--- src/rtl/mem_wb_stage_if.sv ---
// mem_wb_stage_if: request/ready bus between the memory stage and data memory
interface mem_wb_stage_if #(parameter int DATA_W = 32);
    logic              mem_req;
    logic              mem_we;
    logic [DATA_W-1:0] mem_addr;
    logic [DATA_W-1:0] mem_wdata;
    logic [DATA_W-1:0] mem_rdata;
    logic              mem_ready;
    modport master (output mem_req, mem_we, mem_addr, mem_wdata, input mem_rdata, mem_ready);
    modport slave  (input mem_req, mem_we, mem_addr, mem_wdata, output mem_rdata, mem_ready);
endinterface

--- src/rtl/mem_wb_stage.sv ---
// mem_wb_stage: memory-access stage with MEM/WB register, stalls upstream during data-memory accesses
module mem_wb_stage #(
    parameter int DATA_W     = 32,
    parameter int REG_AW     = 5,
    parameter int WAIT_LIMIT = 15
) (
    input  logic              clk,
    input  logic              rst_n,
    input  logic              ex_valid,
    input  logic [DATA_W-1:0] ex_alu_result,
    input  logic [DATA_W-1:0] ex_store_data,
    input  logic [REG_AW-1:0] ex_rd,
    input  logic              ex_reg_write,
    input  logic              ex_mem_read,
    input  logic              ex_mem_write,
    output logic              stall_out,
    mem_wb_stage_if.master    mem,
    output logic              wb_valid,
    output logic [DATA_W-1:0] wb_alu_result,
    output logic [DATA_W-1:0] wb_mem_data,
    output logic              wb_mem_to_reg,
    output logic [REG_AW-1:0] wb_rd,
    output logic              wb_reg_write,
    output logic              mem_timeout
);
    typedef enum logic {IDLE, ACCESS} state_t;
    state_t state, state_nx;
    logic [7:0]        cnt;
    logic [DATA_W-1:0] lat_addr, lat_wdata;
    logic [REG_AW-1:0] lat_rd;
    logic              lat_rw, lat_ld, lat_we;
    logic              accept, done, tmo;
    always_ff @(posedge clk or negedge rst_n)
        if (!rst_n) state <= IDLE;
        else        state <= state_nx;
    always_comb begin
        accept   = state == IDLE && ex_valid && (ex_mem_read || ex_mem_write);
        done     = state == ACCESS && mem.mem_ready;
        tmo      = state == ACCESS && !mem.mem_ready && cnt == 8'(WAIT_LIMIT - 1);
        state_nx = accept ? ACCESS : (done || tmo) ? IDLE : state;
    end
    assign stall_out     = state == ACCESS;
    assign mem.mem_req   = state == ACCESS;
    assign mem.mem_we    = lat_we;
    assign mem.mem_addr  = lat_addr;
    assign mem.mem_wdata = lat_wdata;
    always_ff @(posedge clk or negedge rst_n) begin
        if (!rst_n) begin
            cnt           <= '0;
            lat_addr      <= '0;
            lat_wdata     <= '0;
            lat_rd        <= '0;
            lat_rw        <= 1'b0;
            lat_ld        <= 1'b0;
            lat_we        <= 1'b0;
            wb_valid      <= 1'b0;
            wb_alu_result <= '0;
            wb_mem_data   <= '0;
            wb_mem_to_reg <= 1'b0;
            wb_rd         <= '0;
            wb_reg_write  <= 1'b0;
            mem_timeout   <= 1'b0;
        end else begin
            wb_valid      <= 1'b0;
            wb_reg_write  <= 1'b0;
            wb_mem_to_reg <= 1'b0;
            mem_timeout   <= 1'b0;
            if (state == IDLE) begin
                cnt <= '0;
                if (ex_valid && !accept) begin
                    wb_valid      <= 1'b1;
                    wb_alu_result <= ex_alu_result;
                    wb_rd         <= ex_rd;
                    wb_reg_write  <= ex_reg_write && ex_rd != '0;
                end
                if (accept) begin
                    lat_addr  <= ex_alu_result;
                    lat_wdata <= ex_store_data;
                    lat_rd    <= ex_rd;
                    lat_rw    <= ex_reg_write;
                    lat_ld    <= ex_mem_read;
                    lat_we    <= ex_mem_write && !ex_mem_read;
                end
            end else if (done || tmo) begin
                // a timeout retires as a harmless no-write slot
                wb_valid      <= 1'b1;
                wb_alu_result <= lat_addr;
                wb_rd         <= lat_rd;
                wb_mem_to_reg <= done && lat_ld;
                wb_reg_write  <= done && lat_ld && lat_rw && lat_rd != '0;
                mem_timeout   <= tmo;
                if (done && lat_ld) wb_mem_data <= mem.mem_rdata;
            end else begin
                cnt <= cnt + 8'd1;
            end
        end
    end
endmodule

--- src/flat_wrapper.sv ---
// flat-port wrapper written by rule: the top's interface ports become plain ports
module mem_wb_stage_flat 
#(
    parameter int DATA_W     = 32,
    parameter int REG_AW     = 5,
    parameter int WAIT_LIMIT = 15
)
  (clk, rst_n, ex_valid, ex_alu_result, ex_store_data, ex_rd, ex_reg_write, ex_mem_read, ex_mem_write, stall_out, wb_valid, wb_alu_result, wb_mem_data, wb_mem_to_reg, wb_rd, wb_reg_write, mem_timeout, mem_mem_req, mem_mem_we, mem_mem_addr, mem_mem_wdata, mem_mem_rdata, mem_mem_ready);
  mem_wb_stage_if #(.DATA_W(DATA_W)) mem_i ();
  input  logic clk;
  input  logic rst_n;
  input  logic ex_valid;
  input  logic [DATA_W-1:0] ex_alu_result;
  input  logic [DATA_W-1:0] ex_store_data;
  input  logic [REG_AW-1:0] ex_rd;
  input  logic ex_reg_write;
  input  logic ex_mem_read;
  input  logic ex_mem_write;
  output logic stall_out;
  output logic wb_valid;
  output logic [DATA_W-1:0] wb_alu_result;
  output logic [DATA_W-1:0] wb_mem_data;
  output logic wb_mem_to_reg;
  output logic [REG_AW-1:0] wb_rd;
  output logic wb_reg_write;
  output logic mem_timeout;
  output wire logic [$bits(mem_i.mem_req)-1:0] mem_mem_req;
  output wire logic [$bits(mem_i.mem_we)-1:0] mem_mem_we;
  output wire logic [$bits(mem_i.mem_addr)-1:0] mem_mem_addr;
  output wire logic [$bits(mem_i.mem_wdata)-1:0] mem_mem_wdata;
  input wire logic [$bits(mem_i.mem_rdata)-1:0] mem_mem_rdata;
  input wire logic [$bits(mem_i.mem_ready)-1:0] mem_mem_ready;
  assign mem_mem_req = mem_i.mem_req;
  assign mem_mem_we = mem_i.mem_we;
  assign mem_mem_addr = mem_i.mem_addr;
  assign mem_mem_wdata = mem_i.mem_wdata;
  assign mem_i.mem_rdata = mem_mem_rdata;
  assign mem_i.mem_ready = mem_mem_ready;
  mem_wb_stage #(.DATA_W(DATA_W), .REG_AW(REG_AW), .WAIT_LIMIT(WAIT_LIMIT)) u_core (.clk(clk), .rst_n(rst_n), .ex_valid(ex_valid), .ex_alu_result(ex_alu_result), .ex_store_data(ex_store_data), .ex_rd(ex_rd), .ex_reg_write(ex_reg_write), .ex_mem_read(ex_mem_read), .ex_mem_write(ex_mem_write), .stall_out(stall_out), .mem(mem_i), .wb_valid(wb_valid), .wb_alu_result(wb_alu_result), .wb_mem_data(wb_mem_data), .wb_mem_to_reg(wb_mem_to_reg), .wb_rd(wb_rd), .wb_reg_write(wb_reg_write), .mem_timeout(mem_timeout));
endmodule
--- config.mk ---
export PLATFORM = sky130hd
export DESIGN_NAME = mem_wb_stage_flat
export DESIGN_NICKNAME = d
export VERILOG_FILES = /design/src/rtl/mem_wb_stage_if.sv /design/src/rtl/mem_wb_stage.sv /design/src/flat_wrapper.sv
export SDC_FILE = /design/constraint.sdc
export NUM_CORES = 1
export LEC_CHECK = 0
export ABC_AREA = 1
export BUFFER_PORTS_ARGS = -buffer_cell sky130_fd_sc_hd__buf_4
export CAP_MARGIN = 5
export CORE_ASPECT_RATIO = 0.8
export CORE_UTILIZATION = 51
export CTS_CLUSTER_SIZE = 10
export DETAILED_ROUTE_END_ITERATION = 8
export GPL_TIMING_DRIVEN = 0
export PLACE_DENSITY = 0.88
export SETUP_SLACK_MARGIN = 0.3
export SYNTH_ARGS = -nofsm -noshare
export SYNTH_HDL_FRONTEND = slang
export SYNTH_SLANG_ARGS = --single-unit
--- constraint.sdc ---
create_clock -name clk -period 4.1 [get_ports clk]
set_input_delay 0 -clock clk [delete_from_list [all_inputs] [get_ports clk]]
set_output_delay 0 -clock clk [all_outputs]
set_load 0.01 [all_outputs]
==> run metrics <==
Cell Area, Synth 6590 um2; Reg2Reg Depth 8; Worst-Skew Late Latency about 0.42 ns; antenna viol nets, final 0; CP max FO 10; max_cap viols 0; Setup Fix Bufs, Post-CTS 0; IO Port Bufs approximately 250; fin crit share between 50% and 60%; #FFs+latches synth approximately 150; HP Class in -> reg; largest net degree at the start of global routing 80; TritonCTS Buffers 17; GRT overflow 0; most frequent cells in the layout nand2_1 (372), buf_4 (250), dfrtp_1 (154), dlygate4sd3_1 (106), o21ai_0 (75); Least-Margin Pin Slew between 0.7 and 0.8 ns; IO Pins approximately 250; nets 1268; Crit Path Category reg -> reg; DRT Pass-1 Iters 5; hold buffer count at CTS approximately 110; drt total wl 23900 um; Die X-Extent between 100 and 150 um; diodes inserted 0; Worst Skew between 0.01 and 0.015 ns; RSZ-0062 raised after global routing false; CP required roughly 4.5 ns; Core Region 12400 um2; clock root buffer clkbuf_16; Setup crit end kind flip-flop; CTS Buffer Depth 2; post-synthesis sequential area ratio about 60%; die height 104 um; global-route wire length before repair around 38000 um; launching point of the worst reg2reg path u_core.mem.mem_req; outcome finished clean; fill count approximately 660; Final Util 83.3%; CTS tree yes; # resized after CTS 0; # rows 36; Non-Filler Instances 1342; achievable frequency 0.428 GHz; Final Total Pwr 7.25 mW; Tmin final 2.34 ns; max-slew violations 0; Detailed Place HPWL 13400 um; Die ar. between 10000 and 15000 um2; Cells after DPL roughly 1200; htree depth 4; commonest non-fill, non-tap cell in the layout nand2_1; design area ~10000 um2; post-synth cell types 26; vias per cell 5.41; power per cell area 703 nW/um2; clock sinks between 150 and 200; DRC errors left 0; DR WL/cell approximately 18 um; Pleak roughly 5.6 nW; Synth Net Count between 800 and 900; Worst setup endpoint u_core.mem.mem_we; Starting Density 53.2%; FF-to-FF End u_core.mem.mem_we; crit path DAT about 2.7 ns; critical path startpoint u_core.mem.mem_req; Placed Area 8690 um2; antenna violations before repair 0; P&R area growth vs syn 56.5%; syn_area_per_cell 8.40 um2; number of global-route vias before repair 7418; Worst-path clk slew about 0.060 ns; Final setup violation count 0; Post-Syn Instances around 800; total negative setup slack 0 ns; startpoint types flip-flop; Worst VDD drop approximately 0.40 mV; Reg2Reg Setup Slack 1.76 ns; drt initial violations around 720; Via Count a little over 7000; layout cell share with drive strength beyond 1 27.3%; YS warnings 0; Rel. slew slack 50.9%; Total GRT Usage between 30% and 40%; RePlAce Congestion approximately 0.84; Final Hold Violating Endpoints 0
==> cells in the mapped netlist <==
cell	n	area [um2]
o31ai_1	1	7.51
clkbuf_1	17	63.8
nand3_1	12	60.1
o21ai_0	75	375
o21ai_1	8	40.0
nand4_1	39	244
buf_2	21	105
inv_1	54	203
a21boi_0	1	7.51
dfrtp_1	154	3850
nor2_1	6	22.5
buf_6	4	45.0
o21bai_1	1	7.51
xor2_1	1	8.76
buf_1	1	3.75
inv_2	2	7.51
nor2_4	1	11.3
buf_8	1	15.0
buf_4	4	30.0
nor3_1	1	5.00
nand2_1	372	1400
nor2_2	1	6.26
nor3_2	1	10.0
ha_1	2	25.0
nand3_2	2	20.0
nand2_2	3	18.8
==> how the worst min path moves through the flow <==
| stage | startpoint | to | cells past startpoint |
|---|---|---|---|
| 6_report | mem_mem_ready | u_core.cnt[5] | 4 |
| 5_1_grt | mem_mem_ready | u_core.cnt[6] | 4 |
| 4_1_cts | mem_mem_ready | u_core.cnt[5] | 4 |
| 3_5_place_dp | rst_n | u_core.mem.mem_addr[28] | 1 |
| 3_3_place_gp | ex_store_data[4] | u_core.mem.mem_wdata[4] | 3 |
| 2_1_floorplan | rst_n | u_core.cnt[0] | 0 |
==> cells by family after synthesis <==
kind of cell             after synthesis  synth area share [%]
AO/OA/AOI/OAI                         86                  6.64
XOR/XNOR                               1                 0.133
adder cells (fa/ha/maj)                2                 0.380
flip-flops                           154                  58.5
AND/OR/NAND/NOR                      438                  27.2
buffers and inverters                104                  7.17
==> worst max-delay path, stage by stage (launching register included) <==
cell	delay, ns
dfrtp_1	0.38
buf_4	0.21
nor2_1	0.08
nand2_1	0.21
buf_2	0.31
buf_2	0.33
nand2_1	0.09
o31ai_1	0.08
dlygate4sd3_1	0.58
==> layer usage <==
metal / up-vias / track usage [%] / wire [um]
met3: 87 / 11.4 / 2370
met5: - / 0 / 0
li1: 3219 / - / -
met1: 3459 / 43.3 / 8880
met2: 489 / 60.7 / 11700
met4: 0 / 19.2 / 952
==> metrics by stage <==
stage / setup slack, ns / hold slack, ns
global placement: 2.31 / 0.193
floorplan: 2.68 / -0.296
finish: 1.76 / 0.0628
detailed placement: 2.38 / 0.0643
CTS: 1.82 / 0.0363
global route: 1.66 / 0.0747
==> power by group <==
group	internal [mW]	switching [mW]	leakage, nW	total [mW]
clock	0.820	0.676	0.268	1.50
sequential	2.18	0.484	1.94	2.67
combinational	1.38	1.71	3.38	3.08
==> final cells by class <==
| cell class | instances | area [um2] | area share (%) |
|---|---|---|---|
| plain buffers | 48 | 263 | 2.55 |
| clock buffers | 19 | 453 | 4.39 |
| clock inverters | 13 | 109 | 1.06 |
| inverters | 56 | 210 | 2.04 |
| multi-input cells | 527 | 2270 | 22.0 |
| flip-flops and latches | 154 | 3850 | 37.4 |
| well taps | 171 | 214 | 2.07 |
| repair buffers | 354 | 2950 | 28.6 |
Note: power is estimated with default switching activity, not from simulation.
